[src/rtl/muldiv.sv]
// muldiv -- multi-cycle RV32M multiply/divide unit.
//
// Multiplies use iterative shift-add and divides use iterative restoring
// subtraction. Both work on operand magnitudes. A final FIX cycle applies the
// sign correction and selects the result half. Divide-by-zero and signed
// overflow bypass the iteration and complete in one cycle.
//
// Optional build macro: MULDIV_FAST_MUL_EN
//   When defined, all multiplies use a combinational multiplier and complete
//   in one cycle. Divides are unaffected.
//
// Ports:
//   clk    clock, rising edge
//   rst    synchronous reset, active-high
//   start  request valid, accepted when ready=1
//   op     RV32M funct3 (MUL..REMU)
//   rs1    operand A (multiplicand / dividend)
//   rs2    operand B (multiplier / divisor)
//   ready  idle, can accept start
//   busy   operation in flight (~ready)
//   done   one-cycle pulse, rd/flags valid
//   rd     result, held until the next op completes
//   flags  {N, Z, C(div by zero), V(signed div overflow)}
module muldiv #(
   parameter int XLEN = 32
) (
   input  logic            clk,
   input  logic            rst,
   input  logic            start,
   input  logic [2:0]      op,
   input  logic [XLEN-1:0] rs1,
   input  logic [XLEN-1:0] rs2,
   output logic            ready,
   output logic            busy,
   output logic            done,
   output logic [XLEN-1:0] rd,
   output logic [3:0]      flags
);

   localparam int W2 = 2 * XLEN;
   localparam int CW = $clog2(XLEN + 1);

   typedef enum logic [1:0] {IDLE, RUN, FIX, DONE} state_t;

   state_t            state_reg, state_next;
   logic [2:0]        op_reg;
   logic              neg_reg;
   logic [XLEN-1:0]   m_reg;      // multiplicand (mul) or divisor (div) magnitude
   logic [W2-1:0]     p_reg;      // {acc, multiplier} or {remainder, quotient}
   logic [CW-1:0]     cnt_reg;
   logic [XLEN-1:0]   rd_reg;
   logic [3:0]        flags_reg;

   // Sign correction and half selection shared by the FIX cycle and the
   // single-cycle multiply path.
   function automatic logic [XLEN-1:0] fix_res(input logic [2:0] f_op,
                                               input logic f_neg,
                                               input logic [W2-1:0] f_p);
      logic [W2-1:0]   full;
      logic [XLEN-1:0] half;
      if (!f_op[2]) begin
         full = f_neg ? -f_p : f_p;
         fix_res = (f_op == 3'b000) ? full[XLEN-1:0] : full[W2-1:XLEN];
      end else begin
         half = f_op[1] ? f_p[W2-1:XLEN] : f_p[XLEN-1:0];
         fix_res = f_neg ? -half : half;
      end
   endfunction

   // Input decode
   logic            a_signed, b_signed, sa, sb, neg_in, dz, ovf, direct;
   logic [XLEN-1:0] a_mag, b_mag, special_rd, direct_rd;

   always_comb begin
      a_signed = 1'b0;
      b_signed = 1'b0;
      case (op)
         3'b000, 3'b001, 3'b100, 3'b110: begin a_signed = 1'b1; b_signed = 1'b1; end
         3'b010:                         a_signed = 1'b1;
         default: ;
      endcase
   end

   assign sa     = a_signed & rs1[XLEN-1];
   assign sb     = b_signed & rs2[XLEN-1];
   assign a_mag  = sa ? -rs1 : rs1;
   assign b_mag  = sb ? -rs2 : rs2;
   // Remainder takes the dividend's sign; everything else takes the XOR.
   assign neg_in = (op[2] && op[1]) ? sa : (sa ^ sb);
   assign dz     = op[2] && (rs2 == '0);
   assign ovf    = op[2] && !op[0] && (rs1 == {1'b1, {(XLEN-1){1'b0}}}) && (rs2 == '1);
   assign special_rd = dz  ? (op[1] ? rs1 : '1) :
                            (op[1] ? '0  : {1'b1, {(XLEN-1){1'b0}}});

`ifdef MULDIV_FAST_MUL_EN
   logic [W2-1:0] fast_p;
   assign fast_p    = W2'(a_mag) * W2'(b_mag);
   assign direct    = dz | ovf | !op[2];
   assign direct_rd = (dz | ovf) ? special_rd : fix_res(op, neg_in, fast_p);
`else
   assign direct    = dz | ovf;
   assign direct_rd = special_rd;
`endif

   // One iteration step
   logic [XLEN:0]   mul_sum, rem_sh, diff;
   logic [W2-1:0]   mul_p, div_p, step_p;
   logic [XLEN-1:0] fix_rd;

   assign mul_sum = {1'b0, p_reg[W2-1:XLEN]} + (p_reg[0] ? {1'b0, m_reg} : '0);
   assign mul_p   = {mul_sum, p_reg[XLEN-1:1]};
   assign rem_sh  = {p_reg[W2-1:XLEN], p_reg[XLEN-1]};
   assign diff    = rem_sh - {1'b0, m_reg};
   // Negative trial difference means restore: keep the shifted remainder.
   assign div_p   = diff[XLEN] ? {rem_sh[XLEN-1:0], p_reg[XLEN-2:0], 1'b0}
                               : {diff[XLEN-1:0],   p_reg[XLEN-2:0], 1'b1};
   assign step_p  = op_reg[2] ? div_p : mul_p;
   assign fix_rd  = fix_res(op_reg, neg_reg, p_reg);

   always_comb begin
      state_next = state_reg;
      case (state_reg)
         IDLE: if (start) state_next = direct ? DONE : RUN;
         RUN:  if (cnt_reg == CW'(1)) state_next = FIX;
         FIX:  state_next = DONE;
         DONE: state_next = IDLE;
         default: state_next = IDLE;
      endcase
   end

   always_ff @(posedge clk) begin
      if (rst) begin
         state_reg <= IDLE;
         op_reg    <= '0;
         neg_reg   <= 1'b0;
         m_reg     <= '0;
         p_reg     <= '0;
         cnt_reg   <= '0;
         rd_reg    <= '0;
         flags_reg <= 4'b0100;
      end else begin
         state_reg <= state_next;
         case (state_reg)
            IDLE: if (start) begin
               op_reg  <= op;
               neg_reg <= neg_in;
               m_reg   <= op[2] ? b_mag : a_mag;
               p_reg   <= {{XLEN{1'b0}}, (op[2] ? a_mag : b_mag)};
               cnt_reg <= CW'(XLEN);
               if (direct) begin
                  rd_reg    <= direct_rd;
                  flags_reg <= {direct_rd[XLEN-1], direct_rd == '0, dz, ovf};
               end
            end
            RUN: begin
               p_reg   <= step_p;
               cnt_reg <= cnt_reg - CW'(1);
            end
            FIX: begin
               rd_reg    <= fix_rd;
               flags_reg <= {fix_rd[XLEN-1], fix_rd == '0, 2'b00};
            end
            default: ;
         endcase
      end
   end

   assign ready = (state_reg == IDLE);
   assign busy  = !ready;
   assign done  = (state_reg == DONE);
   assign rd    = rd_reg;
   assign flags = flags_reg;

endmodule

[config.mk]
export PLATFORM = sky130hd
export DESIGN_NAME = muldiv
export DESIGN_NICKNAME = d
export VERILOG_FILES = /design/src/rtl/muldiv.sv
export SDC_FILE = /design/constraint.sdc
export NUM_CORES = 1
export LEC_CHECK = 0
export ABC_CLOCK_PERIOD_IN_PS = 5750
export CORE_MARGIN = 1.5
export CORE_UTILIZATION = 35
export CTS_BUF_LIST = sky130_fd_sc_hd__clkbuf_4 sky130_fd_sc_hd__clkbuf_8 sky130_fd_sc_hd__clkbuf_16
export DETAILED_ROUTE_END_ITERATION = 10
export PLACE_DENSITY = 0.61
export SETUP_SLACK_MARGIN = 0.02
export SYNTH_ARGS = -nofsm -noshare
export SYNTH_HDL_FRONTEND = slang
export SYNTH_SLANG_ARGS = --single-unit
[constraint.sdc]
create_clock -name clk -period 5.75 [get_ports clk]
set_clock_uncertainty 0.05 [all_clocks]
set_input_delay 1.15 -clock clk [delete_from_list [all_inputs] [get_ports clk]]
set_output_delay 1.15 -clock clk [all_outputs]
set_load 0.05 [all_outputs]
# Word-level counts from Yosys, hierarchy flattened
# Index checks and enable logic that the tools add are counted.
[totals]
ff_bits = 144
inputBits = 70
out_inout_bits = 39
word_cells = 85
[classes]
add_sub_neg = 7
eq_ne = 13
n_mux = 32
n_bitwise = 4
n_reduce_logical = 21
[ops]
columns = ["cell", "n"]
rows = [
  ["two-way mux 32 bit", 14],
  ["two-way mux 64 bit", 4],
  ["one-hot mux 64 bit (2 select lines)", 1],
  ["zero test 32 bit", 3],
  ["negation 32 bit", 3],
  ["equality test 32 bit (second input constant)", 2],
  ["negation 64 bit", 1],
  ["one-hot mux 32 bit (2 select lines)", 1],
  ["adder 32 x 32 -> 33 bit", 1],
  ["subtractor 33 x 32 -> 33 bit", 1],
  ["one-hot mux 6 bit (2 select lines)", 1],
  ["two-way mux 4 bit", 2],
  ["one-hot mux 2 bit (4 select lines)", 1],
  ["one-hot mux 4 bit (2 select lines)", 1],
  ["equality test 3 bit (second input constant)", 2],
  ["equality test 6 x 1 -> 1 bit (second input constant)", 1],
  ["zero test 3 bit", 2],
  ["two-way mux 2 bit", 3],
  ["two-way mux 6 bit", 1],
  ["AND reduction 2 bit", 3],
  ["subtractor 6 x 1 -> 6 bit (second input constant)", 1],
  ["logical AND 1 bit", 5],
  ["OR reduction 5 bit", 1],
  ["equality test 2 bit (second input constant)", 2],
  ["14 further kinds", 20],
]

# Longest topological paths before layout
[logic_depth]
depth_word = 8
depth_mapped = 18
mapped_depth_nobuf = 14

# Least setup slack after synthesis
# OpenSTA, ideal clock, no wires.
[synth_path]
kind = "register to register"
startpoint = "register op_reg[1]"
endpoint = "register flags_reg[2], in the netlist flags[2]"
setup_time_ns = 0.065
t_arrival_ns = 4.795
required_time_ns = 5.635
setup_slack_ns = 0.839
stages_incl_launch_ff = 19
path_buffers = 7
period_less_slack_ns = 4.911
path_cell_list = "dfxtp_1 clkbuf_1 clkbuf_1 buf_2 buf_1 buf_2 buf_1 mux2i_1 ha_1 o21ai_0 or3_1 clkbuf_1 o41ai_1 xnor2_1 a222oi_1 or4_1 nor4_1 a311oi_1 nor2_1"
[synth_via]
elab_chain_len = 6
elab_cells_between_ends = 8
cone_classes = "1 x add/sub; 5 x mux; 2 x reduce/logical"
[synth_lines]
columns = ["element", "line_no", "source"]
rows = [
  ["start, declared", "46", "logic [2:0] op_reg;"],
  ["start signal, assigned", "145", "op_reg <= op;"],
  ["two-way mux 32 bit", "65", "half = f_op[1] ? f_p[W2-1:XLEN] : f_p[XLEN-1:0];"],
  ["negation 32 bit", "66", "fix_res = f_neg ? -half : half;"],
  ["two-way mux 32 bit", "66", ""],
  ["two-way mux 32 bit *", "61", "if (!f_op[2]) begin"],
  ["zero test 32 bit *", "161", "flags_reg <= {fix_rd[XLEN-1], fix_rd == '0, 2'b00};"],
  ["one-hot mux 4 bit (2 select lines) *", "143", "case (state_reg)"],
  ["end signal, assigned", "152", "flags_reg <= {direct_rd[XLEN-1], direct_rd == '0, dz, ovf};"],
  ["end signal, assigned", "161", ""],
  ["end, declared", "52", "logic [3:0] flags_reg;"],
]
# Mark *: on every way between the ends. The rest lies on a longest branch, timed or not.
# A chain may end at the register's enable or synchronous reset.

# Worst setup path in the final report
[layout_path]
startpoint = "register p_reg[7]"
endpoint = "register flags_reg[2], in the netlist flags[2]"
[layout_via]
elab_chain_len = 6
elab_cells_between_ends = 9
cone_classes = "2 x add/sub; 6 x mux; 1 x reduce/logical"
[layout_lines]
columns = ["element", "line_no", "source"]
rows = [
  ["start, declared", "49", "logic [W2-1:0] p_reg;"],
  ["start signal, assigned", "148", "p_reg <= {{XLEN{1'b0}}, (op[2] ? a_mag : b_mag)};"],
  ["start signal, assigned", "156", "p_reg <= step_p;"],
  ["negation 64 bit / two-way mux 32 bit (equally long branches)", "62, 65", ""],
  ["two-way mux 64 bit / negation 32 bit (equally long branches)", "62, 66", ""],
  ["two-way mux 32 bit, on equally long branches", "63, 66", ""],
  ["two-way mux 32 bit *", "61", ""],
  ["zero test 32 bit *", "161", ""],
  ["one-hot mux 4 bit (2 select lines) *", "143", ""],
]
# Marks and branches as above.

==> impl_metrics.py <==
metrics = {
    "cts": {
        "cts_made_buffers": 17,
        "cts_root_buffer": "clkbuf_16",
        "post_cts_buffers": 0,
        "cts.sinks": 143,
        "clock_latency_ns": 0.45,
        "cts_hold_buf": 0,
        "cts_htree_levels": 4,
        "cts_tree": "built",
        "cts_resized": 0,
        "cts.clk_slew.worst_paths_ns": 0.07,
        "clockBufferDepth": 2,
    },
    "sta": {
        "tightest_slew_ns": 1.226,
        "fin_ws_ns": 0.8225,
        "drv_slew": 0,
        "hold_slack_ns": 0.4040,
        "max_slew_margin_pct": 18.18,
        "fin_crit_ns": 4.927,
        "finalSetupTns_ns": 0,
        "final_hold_viol_count": 0,
        "fin_crit_sh_pct": 85.70,
        "rsz0062_at_grt": "false",
        "fmax_mhz": 202.9,
        "setup_violations": 0,
    },
    "drt": {
        "drt-total-wl_mm": 68.23,
        "routed_via_density": 6.258,
        "vias": 18350,
        "drc_errors": 0,
        "first_iter_violations": 1961,
        "ant_nets": 0,
        "first_pass_iters": 6,
        "routedWlPerCell_um": 23.27,
    },
    "placement": {
        "io_buffers": 108,
        "place_congestion": 1.036,
        "place_hpwl_mm": 52.51,
        "preCtsSetupSlack_ns": 0.7910,
        "place_inst": 2900,
        "place_area_sq_um": 17860,
    },
    "finish": {
        "drive_above_1_share_pct": 7.097,
        "regArea_sq_um": 2872,
        "finalInstanceArea_sq_um": 18500,
        "nets": 2459,
        "multi_input_area_sq_um": 12470,
        "area.growth.synth_to_final_pct": 13.16,
        "layout_common_cells": "nor2_1 (275), nand2_1 (184), a21oi_1 (169)",
        "layout.cells.most_common": "nor2_1",
        "instances_no_fill": 2932,
        "num_antenna_cells": 0,
        "fin_util_pct": 39.90,
        "fill_cells": 4846,
        "largest_register_ffs": 64,
    },
    "synth": {
        "synth_top_area_share_pct": 17.51,
        "syn_nets": 2481,
        "synthesis.instances": 2334,
        "synthFlopType": "dfxtp_1",
        "async_reset_ff_share_pct": 0,
        "synth_area_sq_um": 16350,
        "yosys_warnings": 0,
        "netlist_top_cells_area": "dfxtp_1 (18%), nor2_1 (6.4%), xnor2_1 (5.8%)",
        "syn_avg_cell_area_sq_um": 7.004,
        "ys_seq_area_share_pct": 17.51,
        "synth-seq-cells": 143,
        "synth_edf_count": 0,
        "synth_top_area_cell": "dfxtp_1",
        "synth.distinct_cells": 82,
    },
    "die": {
        "io_pins": 109,
        "rows": 79,
        "chipWidth_um": 219.1,
        "die-area_sq_um": 48010,
        "die_y_um": 219.1,
        "core-area_sq_um": 46360,
        "initial_core_util_pct": 35.26,
    },
    "worst_hold_path": {
        "hold_depth": 2,
        "hold_path.class": "register to register",
    },
    "flow_run": {
        "maxCapViolCount": 0,
    },
    "grt": {
        "grt_antenna_before_repair": 0,
        "gr-total-overflow": 0,
        "grt_pass1_wl_mm": 103.7,
        "grt_max_degree": 88,
        "grt_usage_pct": 28.12,
        "grt_pass1_vias": 16980,
    },
    "setup_path": {
        "r2r_cells": 11,
        "arrival_ns": 5.27,
        "end_kind": "register",
        "cp_max_fo": 11,
        "crit_type": "register to register",
        "worstSetupStartpointType": "register",
        "worstPathRequired_ns": 6.09,
    },
    "pwr": {
        "ir_drop_uv": 223.5,
        "cellPowerDensity_nw_per_um2": 437.1,
        "leakage_nw": 6.713,
        "power.total_mw": 8.085,
    },
    "outcome": {
        "outcome": "finished, final reports clean",
    },
}
==> routing by layer <==
layer	track usage (%)	vias up	wire [um]
met2	43.60	883	30060
met5	0	-	0
li1	-	8528	-
met4	10.78	0	2715
met1	39.05	8789	29910
met3	4.158	148	5538
==> cells in the mapped netlist (all sizes together) (45+ instances only) <==
cell / number
nand2: 184
inv: 70
a211oi: 92
xnor2: 108
mux2i: 83
nor2: 277
dfxtp: 143
nand3: 46
o21ai: 124
xor2: 64
ha: 75
nor3: 102
a21oi: 171
clkbuf: 184
nor4: 45
==> worst max-delay path, stage by stage (launching register included) <==
cell	delay, ns
dfxtp_1	0.30
buf_4	0.18
nor4_1	0.72
nand4_1	0.56
or4b_2	0.85
or3_1	0.36
a211o_1	0.30
a32oi_1	0.59
o2111ai_1	0.21
nor4_1	0.46
a311oi_1	0.15
nor2_1	0.13
==> area by class of cell <==
type,instances,area share (%)
Multi-Input combinational cell,1915,67.40
Tap cell,607,4.106
Inverter,71,1.441
Clock buffer,19,2.509
Sequential cell,143,15.52
Clock inverter,13,0.9402
Timing Repair Buffer,164,8.076
==> kinds of logic after synthesis <==
family / count (synthesis) / synth area share (%)
DFF: 143 / 17.51
buffers and inverters: 276 / 6.460
adders and majority gates: 77 / 5.985
AOI/OAI and AO/OA: 687 / 27.88
muxes: 118 / 7.493
xor gates and xnor gates: 172 / 9.215
and+or+nand+nor: 861 / 25.45
==> where the power goes <==
group,switching [mW],internal [mW]
clock network,0.500,0.730
registers,0.547,1.21
logic,3.28,1.82
==> final timing paths <==
kind | start | to | slack [ns]
setup reg to reg | p_reg[7] | flags[2] | 0.82
hold reg to reg | m_reg[13] | m_reg[13] | 0.40
hold / removal | m_reg[13] | m_reg[13] | 0.40
setup / recovery | p_reg[7] | flags[2] | 0.82
Note: power is estimated with default switching activity, not from simulation.
